File: src/rtl/alsu_cmd_master.sv
// Single-outstanding command initiator for the ALSU: drives registered pins, waits out
// ALSU latency, captures out/leds. Optional prediction checker: ALSU_MASTER_CHECK_EN.
module alsu_cmd_master #(
    parameter int ALSU_LATENCY   = 2,
    parameter     INPUT_PRIORITY = "A"
) (
    input  logic        clk,
    input  logic        rst,
    input  logic        req_valid,
    output logic        req_ready,
    input  logic [2:0]  req_a,
    input  logic [2:0]  req_b,
    input  logic [2:0]  req_opcode,
    input  logic [6:0]  req_ctrl,
    output logic [2:0]  alsu_a,
    output logic [2:0]  alsu_b,
    output logic [2:0]  alsu_opcode,
    output logic [6:0]  alsu_ctrl,
    input  logic [5:0]  alsu_out,
    input  logic [15:0] alsu_leds,
    output logic        rsp_valid,
    input  logic        rsp_ready,
    output logic [5:0]  rsp_out,
    output logic [15:0] rsp_leds,
    output logic        rsp_invalid,
    output logic        rsp_mismatch
);

    typedef enum logic [1:0] {IDLE, WAIT, SAMPLE, RESP} state_t;

    localparam logic [2:0] CNT_LOAD = 3'(ALSU_LATENCY - 1);

    generate
        if (ALSU_LATENCY < 2 || ALSU_LATENCY > 7) begin : g_bad_latency
            $error("alsu_cmd_master: ALSU_LATENCY must be 2..7");
        end
        if (INPUT_PRIORITY != "A" && INPUT_PRIORITY != "B") begin : g_bad_prio
            $error("alsu_cmd_master: INPUT_PRIORITY must be A or B");
        end
    endgenerate

    state_t      state_reg, state_next;
    logic [2:0]  cnt_reg, cnt_next;
    logic        accept;
    logic        capture;
    logic        invalid_next;

    logic [2:0]  a_reg, b_reg, opcode_reg;
    logic [6:0]  ctrl_reg;
    logic [5:0]  out_reg;
    logic [15:0] leds_reg;
    logic        invalid_reg;

    assign accept  = (state_reg == IDLE) && req_valid;
    assign capture = (state_reg == SAMPLE);

    // Reduction ops are only legal with OR/XOR; opcodes 6 and 7 are always illegal.
    assign invalid_next = ((req_ctrl[4] | req_ctrl[3]) & (req_opcode[1] | req_opcode[2]))
                        | (req_opcode[1] & req_opcode[2]);

    always_comb begin
        state_next = state_reg;
        cnt_next   = cnt_reg;
        case (state_reg)
            IDLE: begin
                if (req_valid) begin
                    state_next = WAIT;
                    cnt_next   = CNT_LOAD;
                end
            end
            WAIT: begin
                if (cnt_reg == 3'd0) begin
                    state_next = SAMPLE;
                end else begin
                    cnt_next = cnt_reg - 3'd1;
                end
            end
            SAMPLE: state_next = RESP;
            RESP: begin
                if (rsp_ready) begin
                    state_next = IDLE;
                end
            end
            default: state_next = IDLE;
        endcase
    end

    always_ff @(posedge clk or posedge rst) begin
        if (rst) begin
            state_reg <= IDLE;
            cnt_reg   <= 3'd0;
        end else begin
            state_reg <= state_next;
            cnt_reg   <= cnt_next;
        end
    end

    // Pins hold the last accepted command until the next accept.
    always_ff @(posedge clk or posedge rst) begin
        if (rst) begin
            a_reg       <= 3'd0;
            b_reg       <= 3'd0;
            opcode_reg  <= 3'd0;
            ctrl_reg    <= 7'd0;
            invalid_reg <= 1'b0;
        end else if (accept) begin
            a_reg       <= req_a;
            b_reg       <= req_b;
            opcode_reg  <= req_opcode;
            ctrl_reg    <= req_ctrl;
            invalid_reg <= invalid_next;
        end
    end

    always_ff @(posedge clk or posedge rst) begin
        if (rst) begin
            out_reg  <= 6'd0;
            leds_reg <= 16'd0;
        end else if (capture) begin
            out_reg  <= alsu_out;
            leds_reg <= alsu_leds;
        end
    end

    assign req_ready   = (state_reg == IDLE);
    assign rsp_valid   = (state_reg == RESP);
    assign alsu_a      = a_reg;
    assign alsu_b      = b_reg;
    assign alsu_opcode = opcode_reg;
    assign alsu_ctrl   = ctrl_reg;
    assign rsp_out     = out_reg;
    assign rsp_leds    = leds_reg;
    assign rsp_invalid = invalid_reg;

`ifdef ALSU_MASTER_CHECK_EN
    localparam bit PRIO_A = (INPUT_PRIORITY == "A");

    logic [5:0] pred_out;
    logic       pred_en;
    logic       mismatch_reg;

    function automatic logic [5:0] predict(
        input logic [2:0] a,
        input logic [2:0] b,
        input logic [2:0] op,
        input logic       red_a,
        input logic       red_b,
        input logic       byp_a,
        input logic       byp_b,
        input logic       inv
    );
        logic signed [5:0] sa;
        logic signed [5:0] sb;
        logic [5:0]        r;
        sa = {{3{a[2]}}, a};
        sb = {{3{b[2]}}, b};
        r  = 6'd0;
        if (byp_a && byp_b) begin
            r = PRIO_A ? sa : sb;
        end else if (byp_a) begin
            r = sa;
        end else if (byp_b) begin
            r = sb;
        end else if (inv) begin
            r = 6'd0;
        end else begin
            case (op)
                3'd0: begin
                    if (red_a && red_b) r = PRIO_A ? {5'd0, |a} : {5'd0, |b};
                    else if (red_a)     r = {5'd0, |a};
                    else if (red_b)     r = {5'd0, |b};
                    else                r = {3'd0, a | b};
                end
                3'd1: begin
                    if (red_a && red_b) r = PRIO_A ? {5'd0, ^a} : {5'd0, ^b};
                    else if (red_a)     r = {5'd0, ^a};
                    else if (red_b)     r = {5'd0, ^b};
                    else                r = {3'd0, a ^ b};
                end
                3'd2:    r = sa + sb;
                3'd3:    r = sa * sb;
                default: r = 6'd0;
            endcase
        end
        return r;
    endfunction

    assign pred_out = predict(a_reg, b_reg, opcode_reg, ctrl_reg[4], ctrl_reg[3],
                              ctrl_reg[2], ctrl_reg[1], invalid_reg);
    // Shift/rotate opcodes depend on ALSU history and are left unchecked.
    assign pred_en  = (opcode_reg != 3'd4) && (opcode_reg != 3'd5);

    always_ff @(posedge clk or posedge rst) begin
        if (rst) begin
            mismatch_reg <= 1'b0;
        end else if (capture) begin
            mismatch_reg <= pred_en && (pred_out != alsu_out);
        end
    end

    assign rsp_mismatch = mismatch_reg;
`else
    assign rsp_mismatch = 1'b0;
`endif

endmodule

File: config.mk
export PLATFORM = sky130hd
export DESIGN_NAME = alsu_cmd_master
export DESIGN_NICKNAME = d
export VERILOG_FILES = /design/src/rtl/alsu_cmd_master.sv
export SDC_FILE = /design/constraint.sdc
export NUM_CORES = 1
export LEC_CHECK = 0
export ABC_AREA = 1
export CAP_MARGIN = 5
export CORE_ASPECT_RATIO = 1.2
export CORE_MARGIN = 3
export CORE_UTILIZATION = 49
export DETAILED_ROUTE_END_ITERATION = 10
export DONT_BUFFER_PORTS = 1
export SLEW_MARGIN = 20
export SYNTH_ARGS = -nofsm -noshare
export SYNTH_HDL_FRONTEND = slang
export SYNTH_SLANG_ARGS = --single-unit
File: constraint.sdc
create_clock -name clk -period 1.5 [get_ports clk]
set_input_delay 0.225 -clock clk [delete_from_list [all_inputs] [get_ports clk]]
set_output_delay 0.225 -clock clk [all_outputs]
set_load 0.01 [all_outputs]
==> impl_summary.txt, run 1 <==
----------------------------------------------------
[Place]
  Final weighted congestion of routability-driven global placement ... 0.684
  Worst setup slack after placement ... 0.168 ns
  Detail Placement HPWL ... 2.89 mm
  Number of I/O port buffers ... 0

[GRT]
  Number of antenna violations at the first check in global routing ... 0
  Number of global-route vias before repair ... 1387
  First-pass GRT wire length ... 6.39 mm
  Pin count of the biggest net entering global routing ... 45
  Leftover overflow at the end of global routing ... 0
  Overall global routing resource usage ... 17.6%

[STA]
  RSZ-0062 raised after global routing ... false
  Worst clock skew ... 0.00791 ns
  Aggregate negative setup slack ... 0 ns
  Least setup slack across all paths after layout ... 0.107 ns
  Minimum clock period ... 1.39 ns
  Final number of setup-violating endpoints ... 0
  Peak Freq ... 0.718 GHz
  Final worst-path cycle share ... 92.9%
  Number of hold violations in the final report ... 0
  Number of pins with negative max-slew slack in the final report ... 0

[Clock network]
  H-tree level count ... 2
  Clk pin slew, worst setup/hold paths ... 0.08 ns
  Clk Latency, worst-skew pair ... 0.29 ns
  Number of buffers added by the clock tree synthesis step ... 5
  Total number of clock tree sinks ... 44
  Longest Clk Path Bufs ... 2
  Clock tree from TritonCTS ... yes
  Number of setup buffers added after CTS ... 0
  Clock root buffer ... clkbuf_8

[Critical path]
  Critical Path Source ... state_reg[0]
  Startpoint Class ... flip-flop
  Last element of the critical path ... req_ready
  WP data required ... 1.27 ns
  Worst reg2reg path endpoint ... cnt_reg[2]
  Register-to-Register Path Depth ... 6
  Beginning of the worst register-to-register path ... state_reg[0]
  R2R Setup Slk ... 0.18 ns
  Arrival time of data at the critical path endpoint ... 1.17 ns
  Class of the most critical setup path ... flip-flop to primary output
  Crit path max fanout ... 4
  Crit. End Element ... primary output

[Synth]
  Synthesis warning total ... 0
  Yosys cell types ... 16
  Cell types occupying the most area after synthesis ... dfrtp_1, nand2_1, ha_1
  Syn Inst Count ... 223
  Cell accounting for the most synthesized area ... dfrtp_1
  Top-area cell type share of the netlist area ... 58.1%
  Net Count, Synth ... 271
  Most numerous cell in the Yosys netlist ... nand2_1
  Flops & latches, synth ... 44
  Commonest register cell after synthesis ... dfrtp_1
  EDFF count, synth ... 0
  Area of the mapped netlist ... 1890 µm²
  Async S/R FF share, synth ... 100%
  Proportion of synthesized chip area in sequential cells ... 58.1%
  Most instantiated cells after synthesis ... nand2_1, dfrtp_1, inv_1, ha_1, buf_2
  Post-synthesis average cell area ... 8.49 µm²

[Job]
  Max Cap Violations ... 0

[Die]
  Die area ... 4650 µm²
  Die Wd ... 62.8 µm
  Total number of placement rows ... 24
  Ports ... 84
  Vertical die dimension ... 74.1 µm
  Core Region ... 3660 µm²
  Starting Density ... 51.7%

[Finish]
  Max FFs per register ... 16
  Ant diodes ... 0
  Fin util ... 57.1%
  Relative area change from synthesis to final layout ... 10.5%
  Ratio of cells with drive above 1 in the final layout ... 10.8%
  Number of nets in the final layout ... 278

[Pwr]
  Static leakage ... 1.17 nW
  Total design power ... 4.87 mW
  P per Cell Area ... 2330 nW/µm²
  Peak supply drop ... 0.978 mV

[Worst hold path]
  Hold Path Class ... primary input to flip-flop
  Hold Path Origin ... req_ctrl[2]

[Route]
  First-pass iteration count of the detailed router ... 5
  Total length of routed wires ... 3.84 mm
  Average routed wire per standard cell ... 13.6 µm
  Remaining antenna violation count after routing ... 0
  Drt initial violations ... 55
  Number of vias in the routed layout ... 1384
  Total DRC errors in the routed layout ... 0
  Avg Vias per Cell ... 4.89

[Status]
  Run status ... finished, final reports clean

----------------------------------------------------
==> cell type report <==
| cell class | count | area [µm²] |
|---|---|---|
| fill | 352 | 1570 |
| sequential | 44 | 1100 |
| multi-input combinational | 155 | 684 |
| timing repair buffer | 8 | 75.1 |
| clock buffer | 6 | 72.6 |
| tap | 52 | 65.1 |
| inverter | 16 | 60.1 |
| clock inverter | 2 | 35.0 |
==> how the worst min path moves through the flow <==
stage,end,slack [ns],cells past startpoint
after floorplan,alsu_a[0],0.33,2
after global placement,alsu_ctrl[6],0.16,2
after detailed placement,alsu_ctrl[1],0.16,2
after CTS,alsu_ctrl[5],0.02,2
after global routing,alsu_ctrl[2],0.03,2
final,alsu_ctrl[2],0.04,2
==> metrics by stage <==
stage               cell area (µm²)  hold slack [ns]  cells
global route                   2090           0.0257    283
CTS                            2090           0.0248    283
finish                         2090           0.0371    283
global placement               1970            0.155    274
floorplan                      1890            0.335    223
detailed placement             1970            0.163    274
==> power by group <==
group          internal, mW  switching (mW)
Combinational         0.600           0.983
Sequential             1.77           0.642
Clock                 0.494           0.384
==> what timing repair did <==
action,in CTS,in global routing
hold endpoints to repair,44,0
setup endpoints to repair,0,1
hold buffers,1,0
resized for setup,0,1
==> cell usage in the layout, fill, tap and decap left out <==
cell             n
nand2_1        130
dfrtp_1         44
inv_1           12
buf_4            6
ha_1             5
clkbuf_8         5
inv_2            4
o21ai_2          4
nand3_1          4
nand4_1          4
nor2_1           3
nand2_2          1
nand3_2          1
o211ai_1         1
ha_2             1
conb_1           1
clkinv_2         1
bufinv_16        1
clkbuf_1         1
dlygate4sd3_1    1
buf_12           1
==> routing by layer <==
layer	vias to the layer above	track usage [%]	wire (µm)
li1	681	-	-
met1	649	19.5	1510
met2	48	30.3	1960
met3	6	6.80	305
met4	0	8.09	67
met5	-	0	0
==> logic make-up after synthesis <==
| logic type | share of synthesized area [%] |
|---|---|
| compound gates | 2.25 |
| fa+ha+maj | 3.96 |
| buf+inv | 5.88 |
| flops | 58.1 |
| other cells | 0.198 |
| simple gates | 29.6 |
==> worst max-delay path: stages (launching register included) <==
cell and delay, ns:
dfrtp_1 0.42, inv_1 0.10, ha_2 0.21, buf_4 0.14
No activity file was read; power rests on OpenSTA's default activity.
==> run 2: changes to the inputs <==
- clock period: 1.5 -> 1.7 ns (I/O delays scaled with it)
==> impl_summary.txt, run 2 (synthesized netlist as in run 1, its figures left out) <==
----------------------------------------------------
[Route]
  Total length of routed wires ... 3.86 mm (+0.34%)
  Average routed wire per standard cell ... 13.8 µm (+1.8%)
  Avg Vias per Cell ... 5.09 (+4.1%)
  First-pass iteration count of the detailed router ... 4 (-1)
  Number of vias in the routed layout ... 1421 (+2.7%)
  Drt initial violations ... 89 (+62%)
  Total DRC errors in the routed layout ... 0 (unchanged)
  Remaining antenna violation count after routing ... 0 (unchanged)

[STA]
  Worst-Margin Slew ... 0.616 ns
  RSZ-0062 raised after global routing ... false
  Worst hold-check slack ... 0.0700 ns (+0.0330 ns)
  Number of hold violations in the final report ... 0 (unchanged)
  Worst slew margin ... 58.9%
  Peak Freq ... 0.646 GHz
  Minimum clock period ... 1.55 ns
  Worst clock skew ... 0.00192 ns (-0.00599 ns)
  Final number of setup-violating endpoints ... 0 (unchanged)
  Aggregate negative setup slack ... 0 ns (unchanged)
  Final worst-path cycle share ... 91.1%
  Number of pins with negative max-slew slack in the final report ... 0 (unchanged)

[GRT]
  Pin count of the biggest net entering global routing ... 32 (-29%)
  Number of global-route vias before repair ... 1323 (-4.6%)
  First-pass GRT wire length ... 6.24 mm (-2.3%)
  Number of antenna violations at the first check in global routing ... 0 (unchanged)
  Overall global routing resource usage ... 17.3% (-0.33 points)
  Leftover overflow at the end of global routing ... 0 (unchanged)

[Clock network]
  Clk pin slew, worst setup/hold paths ... 0.08 ns (about the same)
  Post-cts hold buffer count ... 1 (unchanged)
  Number of buffers added by the clock tree synthesis step ... 5 (unchanged)
  Number of gates resized after cts ... 0 (unchanged)
  Clk Latency, worst-skew pair ... 0.29 ns (about the same)
  Longest Clk Path Bufs ... 2 (unchanged)
  Total number of clock tree sinks ... 44 (unchanged)
  Clock tree from TritonCTS ... yes
  Number of setup buffers added after CTS ... 0 (unchanged)
  H-tree level count ... 2 (unchanged)
  Clock root buffer ... clkbuf_8

[Die]
  Die area ... 4650 µm² (unchanged)
  Die Wd ... 62.8 µm (unchanged)
  Total number of placement rows ... 24 (unchanged)
  Ports ... 84 (unchanged)
  Core Region ... 3660 µm² (unchanged)
  Starting Density ... 51.7% (unchanged)
  Vertical die dimension ... 74.1 µm (unchanged)

[Pwr]
  Clock power frac ... 20.8% (+2.8 points)
  Switching share of power ... 40.3% (-0.98 points)
  Combinational cell fraction of total power ... 30.3% (-2.2 points)
  Int Pwr ... 2.60 mW (-8.9%)
  Static leakage ... 1.16 nW (-0.71%)
  Switching power total ... 1.76 mW (-13%)
  Peak supply drop ... 0.903 mV (-7.7%)
  Share of power burned in registers ... 48.9% (-0.5 points)
  P per Cell Area ... 2100 nW/µm² (-9.7%)
  Total design power ... 4.36 mW (-10%)

[Finish]
  Non-filler instance count after layout ... 279 (-1.4%)
  Ratio of cells with drive above 1 in the final layout ... 9.25% (-1.6 points)
  Number of nets in the final layout ... 275 (-1.1%)
  Highest-count cells in the layout ignoring fill and taps ... nand2_1, dfrtp_1, inv_1
  Area of all placed cells without fillers ... 2080 µm² (-0.78%)
  Most common cell after layout, fill and taps aside ... nand2_1
  Max FFs per register ... 16 (unchanged)
  Ant diodes ... 0 (unchanged)
  Relative area change from synthesis to final layout ... 9.64%

[Critical path]
  Startpoint Class ... flip-flop
  R2R Setup Slk ... 0.15 ns (-0.03 ns)
  Crit. path cell count ... 6 (+3)
  Worst path bufs/invs ... 2 (unchanged)
  Critical path's top delay family ... flip-flops
  WP data required ... 1.93 ns (+0.66 ns)
  Crit. End Element ... flip-flop
  Slowest cell delay on critical path ... 0.42 ns (about the same)
  Slowest cell on the critical path ... dfrtp_1
  Last element of the critical path ... rsp_invalid
  Worst reg2reg path endpoint ... rsp_invalid
  Arrival time of data at the critical path endpoint ... 1.78 ns (+0.61 ns)
  Register-to-Register Path Depth ... 6 (unchanged)
  CP cell instances ... inv_1 -> ha_1 -> nand2_2 -> inv_2 -> o211ai_1 -> nand2_1
  Crit path max fanout ... 13 (+9)
  Beginning of the worst register-to-register path ... state_reg[0]
  Critical Path Source ... state_reg[0]
  Class of the most critical setup path ... flip-flop to flip-flop

[Place]
  Post-Place Cell Area ... 1940 µm² (-1.8%)
  Number of I/O port buffers ... 0 (unchanged)
  Final weighted congestion of routability-driven global placement ... 0.684 (about the same)
  Detail Placement HPWL ... 2.92 mm (+1.1%)
  Instance count after placement with tap cells included ... 271 (-1.1%)

[Job]
  Max Cap Violations ... 0 (unchanged)

[Status]
  Run status ... finished, final reports clean

[Worst hold path]
  Hold Path Class ... primary input to flip-flop

----------------------------------------------------
## run 2: power groups by stage
stage / registers, mW / logic (mW) / clock network [mW]
global placement: 2.14 / 1.26 / 0
finish: 2.13 / 1.32 / 0.908
detailed placement: 2.16 / 1.34 / 0
CTS: 2.14 / 1.35 / 0.944
floorplan: 2.04 / 1.14 / 0
global route: 2.19 / 1.58 / 0.982
## run 2: area by class of cell
type | count | area [µm²]
multi-input cells | 155 | 682
clock buffers | 5 | 68.8
fillers | 363 | 1590
clock inverters | 2 | 60.1
well taps | 52 | 65.1
flip-flops and latches | 44 | 1100
inverters | 16 | 60.1
repair buffers | 5 | 40.0
## run 2: through the flow
stage               utilization [%]  worst slack, ns
floorplan                         -            0.414
global placement               52.9            0.256
detailed placement             52.9            0.160
CTS                            56.7            0.146
global route                   56.7           0.0356
finish                         56.7            0.151
## run 2: worst min-delay path by stage
stage | start | end | slack, ns | cells past startpoint
3_5_place_dp | rst | alsu_ctrl[5] | 0.25 | 1
2_1_floorplan | req_a[0] | alsu_a[0] | 0.36 | 2
5_1_grt | req_ctrl[1] | alsu_ctrl[1] | 0.05 | 2
4_1_cts | req_b[1] | alsu_b[1] | 0.06 | 2
6_report | req_b[1] | alsu_b[1] | 0.07 | 2
3_3_place_gp | rst | alsu_ctrl[4] | 0.24 | 1
## run 2: metal layers
metal,track usage (%),share of wire [%],up-vias
met5,0,0,-
met4,7.35,1.6,0
met3,6.65,8.6,6
met2,30.2,53,56
met1,19.0,37,683
li1,-,-,676
==> run 3: changes to the inputs <==
- ABC_AREA: 1 -> default
- PLACE_DENSITY: default -> 0.68
==> impl_summary.txt, run 3 <==
----------------------------------------------------
[Critical path]
  CP cell instances ... inv_1 -> ha_1 -> nand2_1 -> or4_1 -> o211ai_1
  Slowest cell on the critical path ... dfrtp_1
  Critical Path Source ... state_reg[1]
  R2R Setup Slk ... 0.13 ns (-0.02 ns)
  Arrival time of data at the critical path endpoint ... 1.77 ns (about the same)
  Beginning of the worst register-to-register path ... state_reg[1]
  Startpoint Class ... flip-flop
  Slowest cell delay on critical path ... 0.42 ns (about the same)
  Critical path's top delay family ... simple AND/OR/NAND/NOR gates
  Worst reg2reg path endpoint ... cnt_reg[2]
  Crit path max fanout ... 11 (-2)
  Crit. End Element ... flip-flop
  WP data required ... 1.90 ns (-0.03 ns)
  Register-to-Register Path Depth ... 5 (-1)
  Worst path bufs/invs ... 1 (-1)
  Class of the most critical setup path ... flip-flop to flip-flop

[GRT]
  First-pass GRT wire length ... 5.31 mm (-15%)
  GR Util met1 ... 14.8% (-4.2 points)
  Number of antenna violations at the first check in global routing ... 0 (unchanged)
  Grt peak-use layer ... met2
  Pin count of the biggest net entering global routing ... 24 (-25%)
  Overall global routing resource usage ... 15.2% (-2.0 points)
  Number of global-route vias before repair ... 1158 (-12%)
  Leftover overflow at the end of global routing ... 0 (unchanged)
  GR Layer Usage met3 ... 6.42% (-0.22 points)
  Global-route track usage on met2 ... 28.0% (-2.3 points)

[Finish]
  Ratio of cells with drive above 1 in the final layout ... 40.4% (+31 points)
  Number of nets in the final layout ... 183 (-33%)
  Final-layout fill cell count ... 336 (-7.4%)
  Fin util ... 55.9% (-0.82 points)
  Non-filler instance count after layout ... 188 (-33%)
  Relative area change from synthesis to final layout ... 8.78%
  Highest-count cells in the layout ignoring fill and taps ... dfrtp_1, mux2_2, clkbuf_8
  Area used by sequential logic in the layout ... 1100 µm² (unchanged)
  Ant diodes ... 0 (unchanged)
  Area of all placed cells without fillers ... 2050 µm² (-1.4%)
  Most common cell after layout, fill and taps aside ... dfrtp_1
  Max FFs per register ... 16 (unchanged)
  Area occupied by multi-input gates ... 716 µm² (+5.0%)

[Place]
  Worst setup slack after placement ... 0.0591 ns (-0.101 ns)
  Final weighted congestion of routability-driven global placement ... 0.662 (-3.2%)
  Post-Place Cell Area ... 1940 µm² (+0.32%)
  Instance count after placement with tap cells included ... 179 (-34%)
  Detail Placement HPWL ... 2.59 mm (-11%)
  Number of I/O port buffers ... 0 (unchanged)

[Synth]
  Synthesis warning total ... 0 (unchanged)
  EDFF count, synth ... 0 (unchanged)
  Area of the mapped netlist ... 1880 µm² (-0.66%)
  Top-area cell type share of the netlist area ... 58.5% (+0.39 points)
  Flops & latches, synth ... 44 (unchanged)
  Proportion of synthesized chip area in sequential cells ... 58.5% (+0.39 points)
  Cell accounting for the most synthesized area ... dfrtp_1
  Async S/R FF share, synth ... 100% (unchanged)
  Post-synthesis average cell area ... 14.6 µm² (+72%)
  Cell types occupying the most area after synthesis ... dfrtp_1, mux2_2, ha_1
  Syn Inst Count ... 129 (-42%)
  Yosys cell types ... 27 (+11)
  Most numerous cell in the Yosys netlist ... dfrtp_1
  Net Count, Synth ... 177 (-35%)
  Most instantiated cells after synthesis ... dfrtp_1, mux2_2, ha_1, inv_1
  Commonest register cell after synthesis ... dfrtp_1

[Route]
  Total length of routed wires ... 3.37 mm (-13%)
  First-pass iteration count of the detailed router ... 4 (unchanged)
  Avg Vias per Cell ... 5.55 (+8.9%)
  Number of vias in the routed layout ... 1043 (-27%)
  Drt initial violations ... 34 (-62%)
  Average routed wire per standard cell ... 17.9 µm (+30%)
  Total DRC errors in the routed layout ... 0 (unchanged)
  Remaining antenna violation count after routing ... 0 (unchanged)

[STA]
  Worst hold-check slack ... 0.0909 ns (+0.0209 ns)
  Least setup slack across all paths after layout ... 0.133 ns (-0.0186 ns)
  Minimum clock period ... 1.57 ns (+0.0186 ns)
  Final number of setup-violating endpoints ... 0 (unchanged)
  Number of hold violations in the final report ... 0 (unchanged)
  Aggregate negative setup slack ... 0 ns (unchanged)
  RSZ-0062 raised after global routing ... false
  Final worst-path cycle share ... 92.2% (+1.1 points)
  Worst clock skew ... 0.00669 ns (+0.00477 ns)
  Number of pins with negative max-slew slack in the final report ... 0 (unchanged)
  Peak Freq ... 0.638 GHz (-1.2%)

[Worst hold path]
  Number of cells traversed by the worst hold path ... 1 (-1)
  Worst Hold End ... rsp_invalid
  Hold Path Class ... primary input to flip-flop
  Hold Path Origin ... req_valid

[Clock network]
  Number of buffers added by the clock tree synthesis step ... 5 (unchanged)
  Total number of clock tree sinks ... 44 (unchanged)
  Longest Clk Path Bufs ... 2 (unchanged)
  Clock root buffer ... clkbuf_8
  Clk pin slew, worst setup/hold paths ... 0.08 ns (about the same)
  H-tree level count ... 2 (unchanged)
  Clock tree from TritonCTS ... yes
  Clk Latency, worst-skew pair ... 0.29 ns (about the same)
  Number of setup buffers added after CTS ... 0 (unchanged)

[Job]
  Max Cap Violations ... 0 (unchanged)

[Die]
  Ports ... 84 (unchanged)
  Die Wd ... 62.6 µm (-0.30%)
  Die area ... 4620 µm² (-0.61%)
  Starting Density ... 51.4% (-0.34 points)
  Total number of placement rows ... 24 (unchanged)
  Core Region ... 3660 µm² (unchanged)
  Vertical die dimension ... 73.9 µm (-0.30%)

[Pwr]
  Total design power ... 4.24 mW (-2.7%)
  Switching share of power ... 35.0% (-5.3 points)
  Static leakage ... 0.869 nW (-25%)
  Share of power burned in registers ... 51.6% (+2.7 points)
  Peak supply drop ... 0.925 mV (+2.4%)
  Clock power frac ... 15.1% (-5.7 points)
  Int Pwr ... 2.76 mW (+6.0%)
  Switching power total ... 1.48 mW (-16%)
  Combinational cell fraction of total power ... 33.3% (+3.0 points)
  P per Cell Area ... 2070 nW/µm² (-1.3%)

[Status]
  Run status ... finished, final reports clean

----------------------------------------------------
-- run 3: area by class of cell --
cell class	count	area share [%]
inverters	6	1.10
well taps	52	3.18
clock buffers	8	4.40
multi-input cells	73	35.0
flip-flops and latches	44	53.8
repair buffers	5	2.57
-- run 3: worst max-delay path by stage --
stage | slack, ns | cells past startpoint | to
after floorplan | 0.12 | 6 | state_reg[1]
after global placement | 0.15 | 5 | state_reg[1]
after detailed placement | 0.06 | 4 | alsu_ctrl[3]
after CTS | 0.05 | 4 | alsu_ctrl[3]
after global routing | 0.02 | 5 | state_reg[1]
final | 0.13 | 5 | cnt_reg[2]
-- run 3: power groups by stage --
stage / combinational, mW / clock (mW) / sequential (mW)
2_1_floorplan: 1.23 / 0 / 2.09
3_3_place_gp: 1.35 / 0 / 2.20
3_5_place_dp: 1.43 / 0 / 2.22
4_1_cts: 1.43 / 0.669 / 2.21
5_1_grt: 1.57 / 0.712 / 2.26
6_report: 1.41 / 0.642 / 2.19
-- run 3: worst register-to-register path: stages, from the launching register on --
cell	delay [ns]
dfrtp_1	0.42
inv_1	0.09
ha_1	0.38
nand2_1	0.07
or4_1	0.41
o211ai_1	0.11
-- run 3: repair_timing --
item	in CTS	in global routing
resized for setup	0	1
endpoints found under the setup margin	0	9
hold buffers	1	0
hold endpoints to repair	20	0
-- run 3: cell families after synthesis --
kind of cell,Yosys count,synth area share (%)
other,1,0.199
muxes,40,23.9
buffers and inverters,12,3.59
adders and majority gates,6,3.99
DFF,44,58.5
AOI/OAI and AO/OA,13,5.19
and+or+nand+nor,13,4.59
-- run 3: routing by layer --
| layer | wire length, µm | up-vias |
|---|---|---|
| li1 | - | 463 |
| met1 | 1210 | 530 |
| met2 | 1820 | 44 |
| met3 | 276 | 6 |
| met4 | 55 | 0 |
| met5 | 0 | - |
